**src/rtl/spartan_pkg.sv**
```systemverilog
// spartan_pkg: Spartan bus codes, header field positions, master FSM states
// and the header packer shared by the Spartan master port.
package spartan_pkg;

    localparam logic [1:0] SP_M_RD_HDR  = 2'b00;
    localparam logic [1:0] SP_M_WR_HDR  = 2'b01;
    localparam logic [1:0] SP_M_WR_DAT  = 2'b10;
    localparam logic [1:0] SP_M_WR_LAST = 2'b11;

    localparam logic [1:0] SP_S_RD_HDR  = 2'b01;
    localparam logic [1:0] SP_S_RD_DAT  = 2'b10;
    localparam logic [1:0] SP_S_RD_LAST = 2'b11;
    localparam logic [1:0] SP_S_WR_RSP  = 2'b00;

    localparam int SP_ADDR_LSB = 0;
    localparam int SP_LEN_LSB  = 32;
    localparam int SP_INC_LSB  = 39;
    localparam int SP_ID_LSB   = 41;
    localparam int SP_HDR_MAX  = 256;

    typedef enum logic [2:0] {
        ST_IDLE,
        ST_RD_HDR,
        ST_RD_WAIT,
        ST_RD_DATA,
        ST_WR_HDR,
        ST_WR_DATA,
        ST_WR_RESP
    } sp_state_e;

    // Packs addr/len/inc/id at the widest bus size; caller truncates and adds the mask.
    function automatic logic [SP_HDR_MAX-1:0] sp_hdr_pack(
        input logic [31:0]           addr,
        input logic [3:0]            len,
        input logic [SP_HDR_MAX-1:0] id
    );
        logic [SP_HDR_MAX-1:0] h;
        h                      = id << SP_ID_LSB;
        h[SP_ADDR_LSB +: 32]   = addr;
        h[SP_LEN_LSB +: 4]     = len;
        h[SP_INC_LSB +: 2]     = (len != 4'd0) ? 2'b01 : 2'b00;
        return h;
    endfunction

endpackage

```
**src/rtl/spartan_master_port.sv**
```systemverilog
// spartan_master_port: single-outstanding Spartan bus master turning local
// load/store requests into SpM* requests and collecting SpS* responses.
module spartan_master_port
    import spartan_pkg::*;
#(
    parameter int BWIDTH = 64,
    parameter int ID_W   = 8
) (
    input  logic                  CLK,
    input  logic                  RST,
    input  logic                  REQ,
    output logic                  REQ_RDY,
    input  logic                  REQ_WR,
    input  logic [31:0]           REQ_ADDR,
    input  logic [3:0]            REQ_LEN,
    input  logic [ID_W-1:0]       REQ_ID,
    input  logic [BWIDTH/8-1:0]   REQ_MASK,
    input  logic [BWIDTH-1:0]     REQ_WDATA,
    output logic                  RD_VLD,
    output logic [BWIDTH-1:0]     RD_DATA,
    output logic                  RD_LAST,
    output logic                  DONE,
    output logic                  ERR,
    output logic [BWIDTH+1:0]     SpMBUS,
    output logic                  SpMVLD,
    input  logic                  SpMRDY,
    input  logic [BWIDTH+1:0]     SpSBUS,
    input  logic                  SpSVLD,
    output logic                  SpSRDY
);

    localparam int MW = BWIDTH / 8;

    sp_state_e         st_q, st_d;
    logic              wr_q;
    logic [31:0]       addr_q;
    logic [3:0]        len_q;
    logic [ID_W-1:0]   id_q;
    logic [MW-1:0]     mask_q;
    logic [BWIDTH-1:0] wdata_q;
    logic [BWIDTH-1:0] rd_data_q;
    logic [4:0]        cnt_q, cnt_d;
    logic              err_q, err_d;
    logic              rsp_q, rsp_d;
    logic              rd_vld_q, rd_vld_d;
    logic              rd_last_q, rd_last_d;
    logic              done_q, done_d;
    logic              done_err_q, done_err_d;

    logic              accept;
    logic              s_fire;
    logic [1:0]        s_code;
    logic              s_id_ok;
    logic              s_rd_hdr;
    logic [4:0]        len_p1;
    logic [BWIDTH-1:0] hdr;

    assign accept   = REQ && REQ_RDY;
    assign s_fire   = SpSVLD && SpSRDY;
    assign s_code   = SpSBUS[BWIDTH+1:BWIDTH];
    assign s_id_ok  = SpSBUS[SP_ID_LSB +: ID_W] == id_q;
    assign s_rd_hdr = s_fire && s_code == SP_S_RD_HDR;
    assign len_p1   = 5'(len_q) + 5'd1;

    // Latched fields only change in IDLE, so the header is stable under back-pressure.
    assign hdr = BWIDTH'(sp_hdr_pack(addr_q, len_q, SP_HDR_MAX'(id_q)))
               | {wr_q ? mask_q : MW'(0), {(BWIDTH-MW){1'b0}}};

    assign REQ_RDY = st_q == ST_IDLE;
    assign SpMVLD  = st_q inside {ST_RD_HDR, ST_WR_HDR, ST_WR_DATA};
    assign SpSRDY  = st_q inside {ST_RD_HDR, ST_RD_WAIT, ST_RD_DATA, ST_WR_RESP};
    assign SpMBUS  = st_q == ST_WR_DATA ? {SP_M_WR_LAST, wdata_q}
                   : {st_q == ST_WR_HDR ? SP_M_WR_HDR : SP_M_RD_HDR, hdr};
    assign RD_VLD  = rd_vld_q;
    assign RD_DATA = rd_data_q;
    assign RD_LAST = rd_last_q;
    assign DONE    = done_q;
    assign ERR     = done_err_q;

    always_comb begin
        st_d       = st_q;
        cnt_d      = cnt_q;
        err_d      = err_q;
        rsp_d      = rsp_q;
        rd_vld_d   = 1'b0;
        rd_last_d  = 1'b0;
        done_d     = 1'b0;
        done_err_d = 1'b0;
        case (st_q)
            ST_IDLE: begin
                if (accept) begin
                    st_d  = REQ_WR ? ST_WR_HDR : ST_RD_HDR;
                    cnt_d = 5'd0;
                    err_d = 1'b0;
                    rsp_d = 1'b0;
                end
            end
            ST_RD_HDR: begin
                if (s_fire) begin
                    rsp_d = rsp_q || s_rd_hdr;
                    err_d = err_q || !s_rd_hdr || !s_id_ok;
                end
                // An early response header is remembered so it is not awaited again.
                if (SpMRDY)
                    st_d = (rsp_q || s_rd_hdr) ? ST_RD_DATA : ST_RD_WAIT;
            end
            ST_RD_WAIT: begin
                if (s_fire) begin
                    err_d = err_q || !s_rd_hdr || !s_id_ok;
                    if (s_rd_hdr)
                        st_d = ST_RD_DATA;
                end
            end
            ST_RD_DATA: begin
                if (s_fire && (s_code == SP_S_RD_DAT || s_code == SP_S_RD_LAST)) begin
                    cnt_d = cnt_q + 5'd1;
                    if (cnt_d > len_p1) begin
                        done_d     = 1'b1;
                        done_err_d = 1'b1;
                        st_d       = ST_IDLE;
                    end else begin
                        rd_vld_d = 1'b1;
                        if (s_code == SP_S_RD_LAST) begin
                            rd_last_d  = 1'b1;
                            done_d     = 1'b1;
                            done_err_d = err_q || cnt_d != len_p1;
                            st_d       = ST_IDLE;
                        end
                    end
                end
            end
            ST_WR_HDR: begin
                if (SpMRDY)
                    st_d = ST_WR_DATA;
            end
            ST_WR_DATA: begin
                if (SpMRDY)
                    st_d = ST_WR_RESP;
            end
            ST_WR_RESP: begin
                if (s_fire && s_code == SP_S_WR_RSP) begin
                    done_d     = 1'b1;
                    done_err_d = err_q || !s_id_ok;
                    st_d       = ST_IDLE;
                end
            end
            default: st_d = ST_IDLE;
        endcase
    end

    always_ff @(posedge CLK or posedge RST) begin
        if (RST) begin
            st_q       <= ST_IDLE;
            cnt_q      <= 5'd0;
            err_q      <= 1'b0;
            rsp_q      <= 1'b0;
            rd_vld_q   <= 1'b0;
            rd_last_q  <= 1'b0;
            done_q     <= 1'b0;
            done_err_q <= 1'b0;
        end else begin
            st_q       <= st_d;
            cnt_q      <= cnt_d;
            err_q      <= err_d;
            rsp_q      <= rsp_d;
            rd_vld_q   <= rd_vld_d;
            rd_last_q  <= rd_last_d;
            done_q     <= done_d;
            done_err_q <= done_err_d;
        end
    end

    always_ff @(posedge CLK) begin
        if (accept) begin
            wr_q    <= REQ_WR;
            addr_q  <= REQ_ADDR;
            len_q   <= REQ_WR ? 4'd0 : REQ_LEN;
            id_q    <= REQ_ID;
            mask_q  <= REQ_MASK;
            wdata_q <= REQ_WDATA;
        end
        if (rd_vld_d)
            rd_data_q <= SpSBUS[BWIDTH-1:0];
    end

endmodule

```
**config.mk**
```make
export PLATFORM = sky130hd
export DESIGN_NAME = spartan_master_port
export DESIGN_NICKNAME = d
export VERILOG_FILES = /design/src/rtl/spartan_pkg.sv /design/src/rtl/spartan_master_port.sv
export SDC_FILE = /design/constraint.sdc
export NUM_CORES = 1
export LEC_CHECK = 0
export ABC_AREA = 1
export CORE_AREA = 2 2 126 128
export DETAILED_ROUTE_END_ITERATION = 8
export DIE_AREA = 0 0 128 130
export DONT_BUFFER_PORTS = 1
export PLACE_DENSITY = 0.67
export SYNTH_ARGS = -nofsm -noshare
export SYNTH_HDL_FRONTEND = slang
export SYNTH_SLANG_ARGS = --single-unit
```
**constraint.sdc**
```tcl
create_clock -name CLK -period 4.82 [get_ports CLK]
set_input_delay 0.964 -clock CLK [delete_from_list [all_inputs] [get_ports CLK]]
set_output_delay 0.964 -clock CLK [all_outputs]
set_load 0.005 [all_outputs]
```
* After elaboration in Yosys (flattened, before gate mapping)
Index checks and enable logic that the tools add are counted.
Word-level totals: bits in registers 195, word-level logic and storage cells 108
Operators by class: $add $sub $neg 2, magnitude comparators 1, equal/unequal tests 22, muxes and demuxes 41, bitwise gates (word level) 1, reduce and logical (&&, ||, !) cells 26
Operators with widths (number):
- 2-to-1 mux 66 bit | 1
- bitwise OR 49 x 64 -> 64 bit | 1
- 2-to-1 mux 3 bit | 11
- one-hot mux 3 bit (7 select lines) | 1
- 2-to-1 mux 1 bit | 20
- inequality test 2 bit, second input constant | 6
- 2-to-1 mux 5 bit | 2
- one-hot mux 5 bit (2 select lines) | 1
- == test 3 bit, second input constant | 3
- AND reduction 3 bit | 3
- AND reduction 9 bit | 1
- == test 8 bit | 1
- 2-to-1 mux 8 bit | 1
- inequality test 2 x 1 -> 1 bit, second input constant | 4
- one-hot mux 1 bit (2 select lines) | 4
- nonzero test 4 bit | 2
- == test 3 x 2 -> 1 bit, second input constant | 2
- logical OR 1 bit | 6
- nonzero test 2 bit | 3
- adder 4 x 1 -> 5 bit, second input constant | 1
- adder 5 x 1 -> 5 bit, second input constant | 1
- greater-than comparator 5 bit | 1
- logical AND 1 bit | 5
- inequality test 5 bit | 1
- 9 further kinds | 11

* Logic depth before layout (Yosys ltp)
depth in word-level cells 9, gate-level depth with buffers 16, depth with buffers taken out 16

* Worst setup path after synthesis
OpenSTA, ideal clock, no wires.
path kind reg-to-reg, from register cnt_q[0], to register rd_data_q[0], in the netlist RD_DATA[0] (enable), setup time 0.487 ns, arrival time 4.324 ns, required time 4.333 ns, slack 0.009 ns, cell stages (with the launch flop) 12, path buffers 0, cells stage by stage dfrtp_1 > ha_1 > nand3_1 > xor2_1 > inv_1 > ha_1 > nand2_1 > nor2_1 > nand2_1 > nand2_1 > inv_1 > nor2_1
Between the ends: cells in the longest elaborated chain, start to end 5
Ends and longest elaborated chain:
- from (decl) | RTL line spartan_master_port.sv:42 | logic [4:0] cnt_q, cnt_d;
- from (signal assigned) | RTL line spartan_master_port.sv:163 | cnt_q <= cnt_d;
- adder 5 x 1 -> 5 bit | RTL line spartan_master_port.sv:116 | cnt_d = cnt_q + 5'd1;
- greater-than comparator 5 bit | RTL line spartan_master_port.sv:117 | if (cnt_d > len_p1) begin
- 2-to-1 mux 1 bit | RTL line spartan_master_port.sv:117
- 2-to-1 mux 1 bit | RTL line spartan_master_port.sv:115 | if (s_fire && (s_code == SP_S_RD_DAT || s_code == SP_S_RD_LAST)) begin
- 2-to-1 mux 1 bit | RTL line spartan_master_port.sv:89 | case (st_q)
- net rd_vld_d | RTL line spartan_master_port.sv:45 | logic rd_vld_q, rd_vld_d;
- to (signal assigned) | RTL line spartan_master_port.sv:183 | rd_data_q <= SpSBUS[BWIDTH-1:0];
- to (decl) | RTL line spartan_master_port.sv:41 | logic [BWIDTH-1:0] rd_data_q;
The timed path passes the listed nets, and every way through them passes these cells. A chain may end at the register's enable or synchronous reset.

* Worst setup path in the final report
from register st_q[0], to output port SpMBUS[32]
Between the ends: cells in the longest elaborated chain, start to end 2
Ends and longest elaborated chain:
- from (decl) | RTL line spartan_master_port.sv:34 | sp_state_e st_q, st_d;
- from (signal assigned) | RTL line spartan_master_port.sv:162 | st_q <= st_d;
- == test 3 bit | RTL line spartan_master_port.sv:72 | assign SpMBUS = st_q == ST_WR_DATA ? {SP_M_WR_LAST, wdata_q}
- 2-to-1 mux 66 bit | RTL line spartan_master_port.sv:72
- to (decl) | RTL line spartan_master_port.sv:24 | output logic [BWIDTH+1:0] SpMBUS,
No other way between the ends.

==> impl_metrics.toml <==
[timing]
tns_ps = 0
slew_headroom_pct = 32.58
hold_viol = 0
timing.fmax_mhz = 301.6
worst_slew_pin_slew_ps = 1011
fin_crit_sh_pct = 68.79
period_needed_ps = 3316
skew_ps = 9.585
whs_ps = 482.2
setup_viol = 0
rsz0062_at_grt = "no"
maxSlewViolCount = 0

[place]
dpl_cell_area_um2 = 7641
port_buffers = 0
gp_congestion = 0.8887
hpwl_um = 11540

[yosys]
synthTopCellsByCount = "186 x nand2_1, 181 x edfxtp_1, 48 x inv_1"
yosysTopAreaCell = "edfxtp_1"
avgSynthCellArea_um2 = 13.22
synth_edf_count = 181
synthFlopType = "edfxtp_1"
synthCells = 562
syn_area_um2 = 7430
ys_ff_latch = 195
async_reset_ff_share_pct = 7.179
synth_top_area_share_pct = 73.16
yosysSeqAreaShare_pct = 77.87
ys_top_cells_by_area = "edfxtp_1 73%, nand2_1 9.4%, dfrtp_1 4.7%"
ys_types = 32
synth_nets = 758
yosysMostFrequentCell = "nand2_1"
yosysWarnings = 0

[power]
switching_power_mw = 1.244
p_per_area_nw_per_um2 = 516.5
p_leak_nw = 3.198
vdd_drop_max_v = 0.0002898
power.internal_mw = 2.995
power_frac_seq_pct = 52.9
switching_share_pct = 29.34
clock_power_share_pct = 30.8
p_total_mw = 4.238
share_comb_of_total_power_pct = 16.3

[floorplanning]
pin_count = 325
die-area_um2 = 16640
fp.dieW_um = 128
start_util_pct = 48.17
core_region_area_um2 = 15420
die_h_um = 130
rows = 46

[final_layout]
fin_nets = 766
areaGrowthSynthToFinish_pct = 10.46
final_layout_size_suffix_gt1_share_pct = 8.919
fin_area_um2 = 8207

[clock_tree]
clkSinkCount = 195
root_buffer = "clkbuf_16"
cts_tree = "built"
numCtsBuffers = 17
cts-resized-gates = 0
post_cts_buffers = 0
clock_latency_ps = 420
clk_pin_slew_ps = 70
cts_hold_buf = 0
cts.path.max_buffers = 2
htreeDepth = 4

[worst_setup_path]
arrival_ps = 2350
crit_type = "reg2out"
rr_endpoint = "RD_DATA[49]"
r2r-start = "cnt_q[0]"
r2r_setup_slack_ps = 1900
critPathRequiredTime_ps = 3860
setup.worst_path.start_class = "register"
worst-r2r-cell-count = 12
cp_max_fo = 60
worst_setup_path_end_kind = "output pin"

[routing]
wl_met1_um = 5213
drtAntennaViolNets = 0
first_pass_iters = 4
top_layer = "met5"
drcViolationCount = 0
vias = 4113
via_per_inst = 5.266
wire_per_inst_um = 19.88
wirelength_um = 15530
drtIter0Drc = 225
met2_length_um = 8063
route.met3.wl_um = 1642

[grt]
grt_first_pass_wirelength_um = 21960
grt_usage_pct = 18.25
grt_pass1_vias = 3895
grt_max_degree = 79
overflow = 0
antenna_found_initial = 7

[min_path]
holdCritPathClass = "in2async"

[outcome]
status = "finished clean"

[run]
max_cap_viol_count = 0
-- sequential cells by signal, indices dropped and copies added, names as in the netlist, 3 cells and up --
name     cells
id_q         8
st_q         3
mask_q       8
len_q        4
RD_DATA     64
wdata_q     64
addr_q      32
cnt_q        5
-- layout by cell type (no fill, tap or decap) --
cell type,count
a211oi_1,1
a21oi_1,5
a31oi_1,1
buf_4,4
clkbuf_16,17
clkinv_1,2
clkinv_2,2
clkinv_4,5
clkinvlp_4,2
dfrtp_1,14
diode_2,6
edfxtp_1,181
ha_1,8
inv_1,47
inv_2,1
inv_4,1
inv_6,1
inv_8,4
nand2_1,185
nand2_2,5
nand2_4,2
nand3_1,22
nand3_2,1
nand3b_1,1
nand4_1,1
nor2_1,32
nor2_2,1
nor2_4,3
nor3_1,3
nor3b_1,1
o2111ai_1,1
o21ai_0,12
o21ai_1,6
o21ai_2,1
or2_2,2
xnor2_1,2
xor2_1,6
-- cell families after synthesis --
kind of cell,count (synthesis),synth area share [%]
buffers and inverters,65,3.503
adder cells (fa/ha/maj),8,1.347
XOR/XNOR,8,0.9431
AND/OR/NAND/NOR,259,14.37
AO/OA/AOI/OAI,27,1.970
flip-flops,195,77.87
-- metrics by stage --
step | util (%) | instances | setup WS [ps]
2_1_floorplan | - | 562 | 8.920
3_3_place_gp | 49.54 | 743 | 1885
3_5_place_dp | 49.54 | 743 | 1882
4_1_cts | 53.11 | 775 | 1414
5_1_grt | 53.20 | 781 | 1257
6_report | 53.20 | 781 | 1504
-- power groups by stage --
| stage | clock, mW | sequential (mW) | combinational, mW |
|---|---|---|---|
| 2_1_floorplan | 0 | 2.26 | 0.552 |
| 5_1_grt | 1.40 | 2.27 | 0.787 |
| 6_report | 1.30 | 2.24 | 0.692 |
| 4_1_cts | 1.33 | 2.24 | 0.703 |
| 3_5_place_dp | 0 | 2.28 | 0.703 |
| 3_3_place_gp | 0 | 2.27 | 0.678 |
-- worst max-delay path, cell delays in order, from the launching register on --
cell	delay, ps
dfrtp_1	460
inv_1	120
nor2_1	160
nand2_2	80
inv_2	710
o21ai_0	400
-- per-layer routing --
layer / vias up / GRT usage [%]
li1: 1923 / -
met1: 1905 / 18.26
met2: 255 / 31.17
met3: 28 / 9.348
met4: 2 / 9.696
met5: - / 0
-- cell type report --
type | count | area, µm²
multi-input cells | 302 | 1394
diodes | 6 | 15.01
flip-flops and latches | 195 | 5786
inverters | 50 | 191.4
fillers | 1254 | 7218
well taps | 192 | 240.2
clock buffers | 17 | 425.4
clock inverters | 15 | 125.1
repair buffers | 4 | 30.03
-- how the worst max path moves through the flow --
stage | startpoint | endpoint | slack (ps) | depth (start not counted)
floorplan | cnt_q[0] | RD_DATA[0] | 9 | 11
global placement | st_q[0] | SpMBUS[32] | 1890 | 5
detailed placement | st_q[0] | SpMBUS[32] | 1880 | 5
CTS | st_q[0] | SpMBUS[32] | 1410 | 5
global route | st_q[0] | SpMBUS[32] | 1260 | 6
finish | st_q[0] | SpMBUS[32] | 1500 | 5
Power figures use the tool's default switching activity.
